$ cat config.mk
export PLATFORM = sky130hd
export DESIGN_NAME = sdram_req_scheduler_flat
export DESIGN_NICKNAME = d
export VERILOG_FILES = /design/src/rtl/sdram_req_scheduler_if.sv /design/src/rtl/sdram_req_scheduler.sv /design/src/flat_wrapper.sv
export SDC_FILE = /design/constraint.sdc
export NUM_CORES = 1
export LEC_CHECK = 0
export CORE_AREA = 5 5 424 426
export DETAILED_ROUTE_END_ITERATION = 6
export DIE_AREA = 0 0 429 431
export GPL_TIMING_DRIVEN = 0
export SLEW_MARGIN = 20
export SYNTH_ARGS = -nofsm -noshare
export SYNTH_HDL_FRONTEND = slang
export SYNTH_SLANG_ARGS = --single-unit
$ cat constraint.sdc
create_clock -name clk -period 3.1 [get_ports clk]
set_input_delay 0.62 -clock clk [delete_from_list [all_inputs] [get_ports clk]]
set_output_delay 0.62 -clock clk [all_outputs]
set_load 0.05 [all_outputs]
$ cat src/rtl/sdram_req_scheduler_if.sv
// Client/SDRAM bus bundle for the round-robin SDRAM request scheduler.
// Signal names match the scheduler's original flat port list.
interface sdram_req_scheduler_if #(
  parameter int N = 4
);
  localparam int IDW = (N > 1) ? $clog2(N) : 1;

  logic              rt_urgent;
  logic [N-1:0]      req_rd;
  logic [N-1:0]      req_wr;
  logic [22*N-1:0]   req_addr;
  logic [128*N-1:0]  req_wrdata;
  logic [16*N-1:0]   req_be;
  logic [N-1:0]      cl_wait;
  logic [N-1:0]      cl_ac;
  logic [127:0]      cl_rddata;
  logic [21:0]       ar_addr;
  logic [15:0]       ar_be;
  logic              ar_read;
  logic              ar_write;
  logic [127:0]      ar_wrdata;
  logic              ar_ac;
  logic [127:0]      ar_rddata;
  logic              grant_valid;
  logic [IDW-1:0]    grant_id;

  modport slave (
    input  rt_urgent, req_rd, req_wr, req_addr, req_wrdata, req_be, ar_ac, ar_rddata,
    output cl_wait, cl_ac, cl_rddata, ar_addr, ar_be, ar_read, ar_write, ar_wrdata,
           grant_valid, grant_id
  );

  modport master (
    output rt_urgent, req_rd, req_wr, req_addr, req_wrdata, req_be, ar_ac, ar_rddata,
    input  cl_wait, cl_ac, cl_rddata, ar_addr, ar_be, ar_read, ar_write, ar_wrdata,
           grant_valid, grant_id
  );
endinterface

$ cat src/rtl/sdram_req_scheduler.sv
// Round-robin SDRAM access scheduler: one client owns the ar_* port per grant,
// bursts are bounded, and an urgency input lets client 0 preempt at ack boundaries.
module sdram_req_scheduler #(
  parameter int N         = 4,
  parameter int MAX_BURST = 8
) (
  input logic                 clk,
  input logic                 reset,
  sdram_req_scheduler_if.slave bus
);
  localparam int          IDW = (N > 1) ? $clog2(N) : 1;
  localparam int unsigned N_U = N;
  localparam logic [7:0]  MB8 = 8'(MAX_BURST);

  typedef enum logic {IDLE, GRANT} state_t;

  state_t         state_q, state_d;
  logic [IDW-1:0] grant_id_q, grant_id_d;
  logic [IDW-1:0] last_id_q, last_id_d;
  logic [7:0]     beat_cnt_q, beat_cnt_d;

  logic [N-1:0]   pending;
  logic           win_found;
  logic [IDW-1:0] win_id;
  logic [7:0]     beat_inc;

  always_comb begin
    pending = bus.req_rd | bus.req_wr;
  end

  // Urgent client 0 overrides rotation; otherwise scan from last_id+1 with wrap.
  always_comb begin
    int unsigned idx;
    idx       = 0;
    win_found = 1'b0;
    win_id    = '0;
    if (bus.rt_urgent && pending[0]) begin
      win_found = 1'b1;
    end else begin
      for (int unsigned k = 1; k <= N_U; k++) begin
        idx = (32'(last_id_q) + k) % N_U;
        if (!win_found && pending[idx[IDW-1:0]]) begin
          win_found = 1'b1;
          win_id    = idx[IDW-1:0];
        end
      end
    end
  end

  always_comb begin
    beat_inc = (beat_cnt_q >= MB8) ? beat_cnt_q : beat_cnt_q + 8'd1;
  end

  always_comb begin
    state_d    = state_q;
    grant_id_d = grant_id_q;
    last_id_d  = last_id_q;
    beat_cnt_d = beat_cnt_q;
    unique case (state_q)
      IDLE: begin
        if (win_found) begin
          state_d    = GRANT;
          grant_id_d = win_id;
          last_id_d  = win_id;
          beat_cnt_d = '0;
        end
      end
      GRANT: begin
        if (!pending[grant_id_q]) begin
          state_d = IDLE;
        end else if (bus.ar_ac) begin
          beat_cnt_d = beat_inc;
          if (beat_inc == MB8 ||
              (bus.rt_urgent && pending[0] && grant_id_q != '0)) begin
            state_d = IDLE;
          end
        end
      end
      default: state_d = IDLE;
    endcase
  end

  always_comb begin
    bus.ar_addr     = '0;
    bus.ar_be       = '1;
    bus.ar_read     = 1'b0;
    bus.ar_write    = 1'b0;
    bus.ar_wrdata   = '0;
    bus.cl_wait     = '1;
    bus.cl_ac       = '0;
    bus.cl_rddata   = bus.ar_rddata;
    bus.grant_valid = (state_q == GRANT);
    bus.grant_id    = grant_id_q;
    if (state_q == GRANT) begin
      bus.ar_addr             = bus.req_addr[22*grant_id_q +: 22];
      bus.ar_be               = bus.req_be[16*grant_id_q +: 16];
      bus.ar_wrdata           = bus.req_wrdata[128*grant_id_q +: 128];
      bus.ar_write            = bus.req_wr[grant_id_q];
      bus.ar_read             = bus.req_rd[grant_id_q] & ~bus.req_wr[grant_id_q];
      bus.cl_wait[grant_id_q] = 1'b0;
      bus.cl_ac[grant_id_q]   = bus.ar_ac;
    end
  end

  always_ff @(posedge clk or posedge reset) begin
    if (reset) begin
      state_q    <= IDLE;
      grant_id_q <= '0;
      last_id_q  <= IDW'(N - 1);
      beat_cnt_q <= '0;
    end else begin
      state_q    <= state_d;
      grant_id_q <= grant_id_d;
      last_id_q  <= last_id_d;
      beat_cnt_q <= beat_cnt_d;
    end
  end
endmodule

$ cat src/flat_wrapper.sv
// flat-port wrapper written by rule: the top's interface ports become plain ports
module sdram_req_scheduler_flat 
#(
  parameter int N         = 4,
  parameter int MAX_BURST = 8
)
  (clk, reset, bus_rt_urgent, bus_req_rd, bus_req_wr, bus_req_addr, bus_req_wrdata, bus_req_be, bus_ar_ac, bus_ar_rddata, bus_cl_wait, bus_cl_ac, bus_cl_rddata, bus_ar_addr, bus_ar_be, bus_ar_read, bus_ar_write, bus_ar_wrdata, bus_grant_valid, bus_grant_id);
  sdram_req_scheduler_if #(.N(N)) bus_i ();
  input logic clk;
  input logic reset;
  input wire logic [$bits(bus_i.rt_urgent)-1:0] bus_rt_urgent;
  input wire logic [$bits(bus_i.req_rd)-1:0] bus_req_rd;
  input wire logic [$bits(bus_i.req_wr)-1:0] bus_req_wr;
  input wire logic [$bits(bus_i.req_addr)-1:0] bus_req_addr;
  input wire logic [$bits(bus_i.req_wrdata)-1:0] bus_req_wrdata;
  input wire logic [$bits(bus_i.req_be)-1:0] bus_req_be;
  input wire logic [$bits(bus_i.ar_ac)-1:0] bus_ar_ac;
  input wire logic [$bits(bus_i.ar_rddata)-1:0] bus_ar_rddata;
  output wire logic [$bits(bus_i.cl_wait)-1:0] bus_cl_wait;
  output wire logic [$bits(bus_i.cl_ac)-1:0] bus_cl_ac;
  output wire logic [$bits(bus_i.cl_rddata)-1:0] bus_cl_rddata;
  output wire logic [$bits(bus_i.ar_addr)-1:0] bus_ar_addr;
  output wire logic [$bits(bus_i.ar_be)-1:0] bus_ar_be;
  output wire logic [$bits(bus_i.ar_read)-1:0] bus_ar_read;
  output wire logic [$bits(bus_i.ar_write)-1:0] bus_ar_write;
  output wire logic [$bits(bus_i.ar_wrdata)-1:0] bus_ar_wrdata;
  output wire logic [$bits(bus_i.grant_valid)-1:0] bus_grant_valid;
  output wire logic [$bits(bus_i.grant_id)-1:0] bus_grant_id;
  assign bus_i.rt_urgent = bus_rt_urgent;
  assign bus_i.req_rd = bus_req_rd;
  assign bus_i.req_wr = bus_req_wr;
  assign bus_i.req_addr = bus_req_addr;
  assign bus_i.req_wrdata = bus_req_wrdata;
  assign bus_i.req_be = bus_req_be;
  assign bus_i.ar_ac = bus_ar_ac;
  assign bus_i.ar_rddata = bus_ar_rddata;
  assign bus_cl_wait = bus_i.cl_wait;
  assign bus_cl_ac = bus_i.cl_ac;
  assign bus_cl_rddata = bus_i.cl_rddata;
  assign bus_ar_addr = bus_i.ar_addr;
  assign bus_ar_be = bus_i.ar_be;
  assign bus_ar_read = bus_i.ar_read;
  assign bus_ar_write = bus_i.ar_write;
  assign bus_ar_wrdata = bus_i.ar_wrdata;
  assign bus_grant_valid = bus_i.grant_valid;
  assign bus_grant_id = bus_i.grant_id;
  sdram_req_scheduler #(.N(N), .MAX_BURST(MAX_BURST)) u_core (.clk(clk), .reset(reset), .bus(bus_i));
endmodule
==> impl_metrics.tcl, run 1 <==
set metrics [dict create \
    status "complete, no violations" \
    path_class "reg2out" \
    tightest_slew_ps 916 \
    cts_root_buf "clkbuf_16" \
    clock_sinks 13 \
    post-route-util_pct 11.3 \
    syn_area_sq_mm 0.00696 \
    peakVddDrop_mv 0.640 \
    placed_area_sq_mm 0.0198 \
    hold_depth 1 \
    grt-ovfl-total 0 \
    wl_um 145000 \
    slew_headroom_pct 39.1 \
    synthArstFlopShare_pct 100 \
    num_rows 154 \
    synth_fp_nets 1424 \
    setup_tns_ps 0 \
    drive_above_1_share_pct 30.4 \
    drt-pass1-iter-count 5 \
    synthesis.instances 618 \
    hp-class "reg2reg" \
    drtAntennaViolNets 0 \
    slew_violations 0 \
    drc 0 \
    multi_input_area_sq_mm 0.00535 \
    areaGrowthSynthToFinish_pct 185 \
    fmax_ghz 0.325 \
    final-hold-violation-count 0 \
    place_congestion 1.02 \
    power_density_mw_per_mm2 825 \
    clk_pin_slew_worst_paths_ps 40 \
    grt_pass1_wl_um 168000 \
    die_h_um 431 \
    swShare_pct 65.3 \
    hpwl_um 138000 \
    switchingPower_mw 10.7 \
    fin_area_sq_mm 0.0199 \
    rsz0062_at_grt "yes" \
    track_usage_pct 14.7 \
    synth_top_area_cell "mux4_2" \
    cellLeakagePower_nw 6.74 \
    fin_nets 2416 \
    wl_per_cell_um 36.1 \
    pre_cts_ws_ps -1310 \
    reg2regPathDepth 5 \
    first_global_vias 10900 \
    synthTopCellsByCount "168 x mux4_2, 155 x and2_1, 129 x buf_4" \
    regArea_sq_um 328 \
    final-setup-viol-count 0 \
    cp-start-kind "flop" \
    ys_top_cells_by_area "mux4_2 54%, and2_1 14%, buf_4 14%" \
    arrival_ps 2460 \
    cts_htree_levels 1 \
    maxCapViolations 0 \
    io_pins 1111 \
    coreArea_sq_mm 0.175 \
    fill_cells 20100 \
    worst_slack_ps 24.2 \
    stdcell_count 4011 \
    cp_max_fo 10 \
    dpl.cell_count 3943 \
    skew_ps 1.48 \
    synth_top_area_share_pct 54.4 \
    start_util_pct 3.97 \
    synth_edf_count 0 \
    power_mw 16.4 \
    tritoncts "built" \
    drtIter0Drc 972 \
    synth_ff_type "dfrtp_1" \
    grt_max_degree 14 \
    ys_seq_area_share_pct 4.71 \
    regToRegSetupSlack_ps 1130 \
    min_from "u_core.beat_cnt_q[5]" \
    syn_area_per_cell_sq_um 11.3 \
    clockBufferDepth 2 \
    ys_types 46 \
    clkLatencyLatePin_ps 250 \
    vias_per_cell 2.86 \
    r2r_start "u_core.beat_cnt_q[0]" \
    period_needed_ps 3080 \
    critPathRequiredTime_ps 2480 \
    synth_most_common_cell "mux4_2" \
    r2r-end "u_core.bus.grant_valid" \
    io_buffers 982 \
    seq_power_share_pct 1.8 \
    power.internal_mw 5.68 \
    numCtsBuffers 3 \
    holdPathEnd "u_core.beat_cnt_q[5]" \
    post-route-period-util_pct 99.2 \
    p_comb_share_pct 96.7 \
    yosys_warnings 0 \
    route.vias.total 11500 \
    ys_ff_latch 13 \
    antenna_found_initial 285 \
    cp-end-kind "output pin" \
    dieArea_sq_mm 0.185 \
    die_width_um 429 \
    power_frac_clock_pct 1.5 \
    whs_ps 493 \
]
==> cells by family after synthesis <==
group,count (synthesis),share of synthesized area [%]
AOI/OAI and AO/OA,22,2.10
adders and majority gates,2,0.360
buffers and inverters,195,18.5
DFF,13,4.71
muxes,172,55.3
and+or+nand+nor,214,19.0
==> how the worst max path moves through the flow <==
| stage | startpoint | to | slack (ps) | depth (start not counted) |
|---|---|---|---|---|
| final | u_core.bus.grant_id[0] | bus_ar_wrdata[10] | 20 | 5 |
| after global routing | u_core.bus.grant_id[1] | bus_ar_wrdata[10] | -60 | 6 |
| after CTS | u_core.bus.grant_id[0] | bus_ar_wrdata[19] | -200 | 6 |
| after detailed placement | u_core.bus.grant_id[0] | bus_ar_wrdata[76] | -1310 | 6 |
| after global placement | u_core.bus.grant_valid | bus_ar_wrdata[78] | -2050 | 5 |
| after floorplan | u_core.bus.grant_id[0] | bus_cl_ac[0] | 120 | 5 |
==> repair_timing <==
item                                    CTS  global route
buffers inserted                          0             3
resized for setup                       443           140
hold buffers                              0             0
pin swaps                                 0             0
hold endpoints to repair                  0             0
endpoints found under the setup margin  174           103
==> worst max-delay path: stages (launching register included) <==
cell,delay [ps]
dfrtp_1,370
buf_8,180
buf_4,290
mux4_2,620
and2_1,210
dlygate4sd2_1,510
==> layout make-up <==
class	instances	share of cell area (%)
Timing Repair Buffer	988	47.9
Buffer	188	7.48
Tap cell	2340	14.7
Sequential cell	13	1.65
Inverter	6	0.113
Multi-Input combinational cell	410	26.9
Antenna cell	62	0.781
Clock buffer	4	0.397
==> layer usage <==
metal	GRT usage (%)	wire length, um	vias up	share of wire, %
met3	12.3	25100	442	17
met1	13.9	45600	5430	31
met5	0	1430	-	0.99
met2	25.0	69100	1066	48
met4	2.61	3690	220	2.5
li1	-	-	4332	-
==> cell usage in the layout, fill, tap and decap left out, types with 4 or more instances in the layout <==
master and count:
nand2_1 11, buf_2 38, buf_8 5, diode_2 62, clkdlybuf4s15_2 39, and2_1 155, clkbuf_4 8, dfrtp_1 11
dlygate4sd2_1 43, mux4_2 168, inv_1 5, clkdlybuf4s50_1 810, clkbuf_2 53, buf_6 12, buf_12 7, nand2b_1 16
o21ai_0 4, buf_4 141, nor2_1 6, clkbuf_1 13
==> sequential cells by signal, summed over array words and instances (netlist names) <==
signal and flops:
u_core.bus.grant_id 2, u_core.last_id_q 2, u_core.bus.grant_valid 1, u_core.beat_cnt_q 8
==> power groups by stage <==
stage               clock network, mW  logic [mW]  registers, mW
global placement                    0        16.8          0.279
detailed placement                  0        16.8          0.284
global route                    0.254        16.4          0.305
floorplan                           0        9.34          0.334
finish                          0.247        15.8          0.297
CTS                             0.248        16.4          0.281
(Power assumes the default switching activity.)
==> inputs of run 2 (changes only) <==
CTS_CLUSTER_SIZE = 8   (was default)
clock period = 3.8 ns   (was 3.1 ns; I/O delays follow)
==> run 2 against run 1 <==
First-iteration DRC count fell by 16%. Flip-flop and latch count did not move. Register-to-register slack improved by 790 ps. Combinational power fell by 15%. Count of clock-buffer cells in the layout did not move. Setup slack improved by 57 ps. Largest cell class unchanged.
==> impl_metrics.tcl, run 2 (same netlist as run 1, synthesis figures left out) <==
set metrics [dict create \
    status "complete, no violations" \
    drc 0 \
    vias_per_cell 2.81 \
    drt-pass1-iter-count 6 \
    drtIter0Drc 812 \
    wl_per_cell_um 36.7 \
    die_width_um 429 \
    dieArea_sq_mm 0.185 \
    power_frac_clock_pct 1.5 \
    power_density_mw_per_mm2 695 \
    seq_power_share_pct 1.7 \
    regToRegSetupSlack_ps 1920 \
    tritoncts "built" \
    switchingPower_mw 9.07 \
    num_rows 154 \
    cp-end-kind "output pin" \
    die_h_um 431 \
    largest_reg_flops 8 \
    place_congestion 0.979 \
    power.internal_mw 4.80 \
    slew_violations 0 \
    period_needed_ps 3720 \
    final-setup-viol-count 0 \
    placed_area_sq_mm 0.0197 \
    areaGrowthSynthToFinish_pct 187 \
    critPathRequiredTime_ps 3040 \
    drive_above_1_share_pct 23.1 \
    grt_pass1_wl_um 170000 \
    r2r_start "u_core.bus.grant_id[0]" \
    tightest_slew_ps 988 \
    grt-ovfl-total 0 \
    fin_area_sq_mm 0.0200 \
    numCtsBuffers 3 \
    drtAntennaViolNets 0 \
    rsz0062_at_grt "no" \
    crit_start "u_core.bus.grant_id[0]" \
    clock_sinks 13 \
    post-route-period-util_pct 97.8 \
    skew_ps 4.94 \
    p_comb_share_pct 96.8 \
    fill_cells 20100 \
    clkLatencyLatePin_ps 250 \
    final_common_cell "clkdlybuf4s50_1" \
    swShare_pct 65.4 \
    r2r-end "u_core.bus.grant_valid" \
    antenna_found_initial 261 \
    wl_um 147000 \
    hold_depth 1 \
    setup_tns_ps 0 \
    cellLeakagePower_nw 6.90 \
    most-common-layout-cells "871 x clkdlybuf4s50_1, 168 x mux4_2, 155 x and2_1" \
    cts_htree_levels 1 \
    peakVddDrop_mv 0.251 \
    fmax_ghz 0.269 \
    hp-class "reg2reg" \
    postCtsSetupBuffers 0 \
    postCtsHoldBufs 0 \
    cp-start-kind "flop" \
    io_pins 1111 \
    first_global_vias 11000 \
    coreArea_sq_mm 0.175 \
    path_class "reg2out" \
    final-hold-violation-count 0 \
    hpwl_um 139000 \
    cp_max_fo 10 \
    track_usage_pct 15.0 \
    io_buffers 982 \
    critPathCapture "bus_ar_wrdata[82]" \
    start_util_pct 3.97 \
    fin_nets 2412 \
    route.vias.total 11200 \
    slew_headroom_pct 34.4 \
    arrival_ps 2960 \
    clockBufferDepth 2 \
    cts_root_buf "clkbuf_16" \
    maxCapViolations 0 \
    grt_max_degree 14 \
    clk_pin_slew_worst_paths_ps 50 \
    reg2regPathDepth 7 \
    top_register "u_core.beat_cnt_q" \
]
==> run 2: power by group through the flow <==
stage	Sequential, mW	Clock (mW)	Combinational (mW)
after CTS	0.229	0.209	13.9
after global placement	0.228	0	14.1
after detailed placement	0.232	0	14.2
final	0.233	0.211	13.4
after floorplan	0.272	0	7.62
after global routing	0.239	0.212	13.9
==> run 2: layout make-up <==
| cell class | count | area, sq um | area share (%) |
|---|---|---|---|
| diodes | 51 | 128 | 0.639 |
| clock buffers | 4 | 78.8 | 0.395 |
| plain buffers | 189 | 1330 | 6.64 |
| inverters | 6 | 22.5 | 0.113 |
| well taps | 2340 | 2930 | 14.7 |
| multi-input cells | 410 | 5340 | 26.7 |
| repair buffers | 983 | 9820 | 49.2 |
| flip-flops and latches | 13 | 328 | 1.64 |
==> run 2: repair_timing <==
action,in CTS,in global routing
setup endpoints to repair,148,29
resized for setup,141,30
cloned,0,0
==> run 2: metrics by stage <==
step	setup slack (ps)	power, mW	hold slack (ps)	std cells	util [%]
after floorplan	523	7.89	444	618	-
after global placement	-1150	14.4	461	3940	11.2
after detailed placement	-934	14.4	463	3941	11.3
after CTS	-122	14.3	478	3945	11.3
after global routing	3.82	14.4	505	3960	11.3
final	81.7	13.9	487	3996	11.4
==> run 2: metal layers <==
layer	vias to the layer above	GRT usage, %	wire length (um)
met2	1003	27.2	73500
met4	126	1.22	3050
li1	4301	-	-
met5	-	0	772
met3	376	7.10	16300
met1	5412	16.4	52900
==> run 2: how the worst min path moves through the flow <==
stage,start,end,slack (ps)
2_1_floorplan,u_core.beat_cnt_q[7],u_core.beat_cnt_q[7],440
3_3_place_gp,u_core.beat_cnt_q[7],u_core.beat_cnt_q[7],460
3_5_place_dp,u_core.beat_cnt_q[4],u_core.beat_cnt_q[4],460
4_1_cts,u_core.beat_cnt_q[4],u_core.beat_cnt_q[4],480
5_1_grt,u_core.beat_cnt_q[7],u_core.beat_cnt_q[7],510
6_report,u_core.beat_cnt_q[5],u_core.beat_cnt_q[5],490
==> run 2: critical path: stages, from the launching register on <==
cell	delay [ps]
dfrtp_1	360
buf_6	230
buf_6	290
buf_4	360
mux4_2	540
and2_1	170
clkdlybuf4s50_1	710
==> inputs of run 3 (changes only) <==
ABC_AREA = 1   (was default)
CORE_AREA = 5 5 426 428   (was 5 5 424 426)
DIE_AREA = 0 0 431 433   (was 0 0 429 431)
==> run 3 against run 2 <==
Register-to-register slack worse by 60 ps. First-iteration DRC count up 43%. Via count up 16%. Power up 4.3%. Critical endpoint is now bus_ar_wrdata[124]. Wire length up 1.7%.
==> impl_metrics.tcl, run 3 <==
set metrics [dict create \
    ys_seq_area_share_pct 5.61 \
    synth_most_common_cell "a22oi_1" \
    synthArstFlopShare_pct 100 \
    cellLeakagePower_nw 6.55 \
    cp-end-kind "output pin" \
    clockBufferDepth 2 \
    syn_area_per_cell_sq_um 6.42 \
    critPathRequiredTime_ps 3040 \
    arrival_ps 2980 \
    tritoncts "built" \
    cts_root_buf "clkbuf_16" \
    coreArea_sq_mm 0.177 \
    synthesis.instances 910 \
    switchingPower_mw 10.6 \
    worst_slack_ps 57.6 \
    r2r-end "u_core.beat_cnt_q[4]" \
    power_density_mw_per_mm2 763 \
    power.internal_mw 3.83 \
    pre_cts_ws_ps -1270 \
    path_class "reg2out" \
    yosys_warnings 0 \
    ys_types 32 \
    wl_um 149000 \
    period_needed_ps 3740 \
    clkLatencyLatePin_ps 240 \
    drtAntennaViolNets 0 \
    reg2regPathDepth 10 \
    min_from "u_core.beat_cnt_q[4]" \
    most-common-layout-cells "829 x clkdlybuf4s50_1, 297 x a22oi_1, 157 x a21oi_1" \
    io_buffers 982 \
    grt-ovfl-total 0 \
    crit_start "u_core.bus.grant_id[1]" \
    p_comb_share_pct 96.8 \
    fin_nets 2708 \
    drt-pass1-iter-count 5 \
    post-route-period-util_pct 98.5 \
    grt_max_degree 14 \
    drc 0 \
    areaGrowthSynthToFinish_pct 224 \
    die_h_um 433 \
    start_util_pct 3.29 \
    num_rows 155 \
    path_delay_family "buffers and inverters" \
    hpwl_um 138000 \
    drive_above_1_share_pct 17.0 \
    synth_edf_count 0 \
    cp.depth 8 \
    dieArea_sq_mm 0.187 \
    r2r_start "u_core.bus.grant_id[1]" \
    critPathCapture "bus_ar_wrdata[124]" \
    critPathMaxStageDelay_ps 720 \
    rsz0062_at_grt "yes" \
    first_global_vias 12300 \
    syn_area_sq_mm 0.00584 \
    path_common_cell "inv_2" \
    cp-start-kind "flop" \
    place_congestion 0.928 \
    swShare_pct 73.6 \
    cp_max_fo 10 \
    setup_tns_ps 0 \
    final_common_cell "clkdlybuf4s50_1" \
    hp-class "reg2reg" \
    power_frac_clock_pct 1.4 \
    vias_per_cell 3.01 \
    path_cells "inv_2, nand2_1, inv_2, buf_6, buf_2, a22oi_1, a21oi_1, dlygate4sd2_1" \
    synth_ff_type "dfrtp_1" \
    route.vias.total 13000 \
    track_usage_pct 14.9 \
    die_width_um 431 \
    skew_ps 0.779 \
    crit_buf_inv 5 \
    synth_fp_nets 1716 \
    io_pins 1111 \
    synth_top_area_share_pct 39.8 \
    drtIter0Drc 1165 \
    regToRegSetupSlack_ps 1860 \
    cts_htree_levels 1 \
    wl_per_cell_um 34.6 \
    clock_sinks 13 \
    fmax_ghz 0.267 \
    peakVddDrop_mv 0.310 \
    cp_slowest_cell "a22oi_1" \
    slew_headroom_pct 37.7 \
    slew_violations 0 \
    numCtsBuffers 3 \
    antenna_found_initial 181 \
    tightest_slew_ps 935 \
    synthTopCellsByCount "310 x a22oi_1, 160 x a21oi_1, 129 x buf_4" \
    synth_top_area_cell "a22oi_1" \
    largest_reg_flops 8 \
    status "complete, no violations" \
    seq_power_share_pct 1.8 \
    final-setup-viol-count 0 \
    maxCapViolations 0 \
    top_register "u_core.beat_cnt_q" \
    final-hold-violation-count 0 \
    grt_pass1_wl_um 173000 \
    ys_top_cells_by_area "a22oi_1 40%, buf_4 17%, a21oi_1 14%" \
    clk_pin_slew_worst_paths_ps 50 \
    ys_ff_latch 13 \
]
[run 3: power by group through the flow]
stage	clock network, mW	logic [mW]	registers, mW
2_1_floorplan	0	7.18	0.271
3_3_place_gp	0	14.8	0.259
3_5_place_dp	0	14.7	0.258
4_1_cts	0.208	14.5	0.261
5_1_grt	0.212	14.6	0.267
6_report	0.202	14.0	0.260
[run 3: repair_timing]
action / 4_1_cts / 5_1_grt
buffers inserted: 4 / 0
hold buffers: 0 / 0
pin swaps: 2 / 0
resized for setup: 373 / 37
gates cloned: 0 / 0
endpoints found under the setup margin: 176 / 49
[run 3: worst register-to-register path: stages, from the launching register on]
cell	delay [ps]
dfrtp_1	550
inv_2	110
nor2_4	160
buf_4	160
o21ai_1	60
nand4_1	190
inv_2	60
nor2_2	200
nand2_2	130
nand2_4	130
a21boi_2	50
[run 3: layout make-up]
cell class | count | area, sq um
Antenna cell | 56 | 140
Buffer | 220 | 1480
Clock buffer | 4 | 78.8
Fill cell | 20600 | 158000
Inverter | 17 | 71.3
Multi-Input combinational cell | 660 | 4140
Sequential cell | 13 | 329
Tap cell | 2355 | 2950
Timing Repair Buffer | 987 | 9770
[run 3: cells by family after synthesis]
| logic type | share of synthesized area [%] |
|---|---|
| compound gates | 55.1 |
| buf+inv | 24.9 |
| simple gates | 13.9 |
| flops | 5.61 |
| fa+ha+maj | 0.428 |
| xor+xnor | 0.150 |
[run 3: worst min path at each step]
stage | to | slack [ps] | cells past startpoint
after floorplan | u_core.beat_cnt_q[4] | 490 | 1
after global placement | u_core.beat_cnt_q[4] | 510 | 1
after detailed placement | u_core.beat_cnt_q[4] | 510 | 1
after CTS | u_core.beat_cnt_q[4] | 530 | 1
final | u_core.beat_cnt_q[4] | 520 | 1
after global routing | u_core.beat_cnt_q[7] | 540 | 1
[run 3: routing by layer]
metal / vias to the layer above / wire [um] / part of all wire (%) / track usage (%)
met4: 66 / 5450 / 3.7 / 4.66
met5: - / 545 / 0.37 / 1.12
li1: 5412 / - / - / -
met2: 1068 / 74400 / 50 / 26.6
met3: 322 / 16600 / 11 / 6.58
met1: 6108 / 52100 / 35 / 15.7
[run 3: metrics by stage]
step	cell area, sq um	instances	hold slack, ps	util [%]	total power [mW]
2_1_floorplan	5840	910	485	-	7.45
6_report	19000	4312	518	10.7	14.5
3_5_place_dp	18600	4248	508	10.5	15.0
5_1_grt	18900	4290	539	10.7	15.1
3_3_place_gp	18600	4247	510	10.5	15.0
4_1_cts	18800	4256	529	10.6	14.9
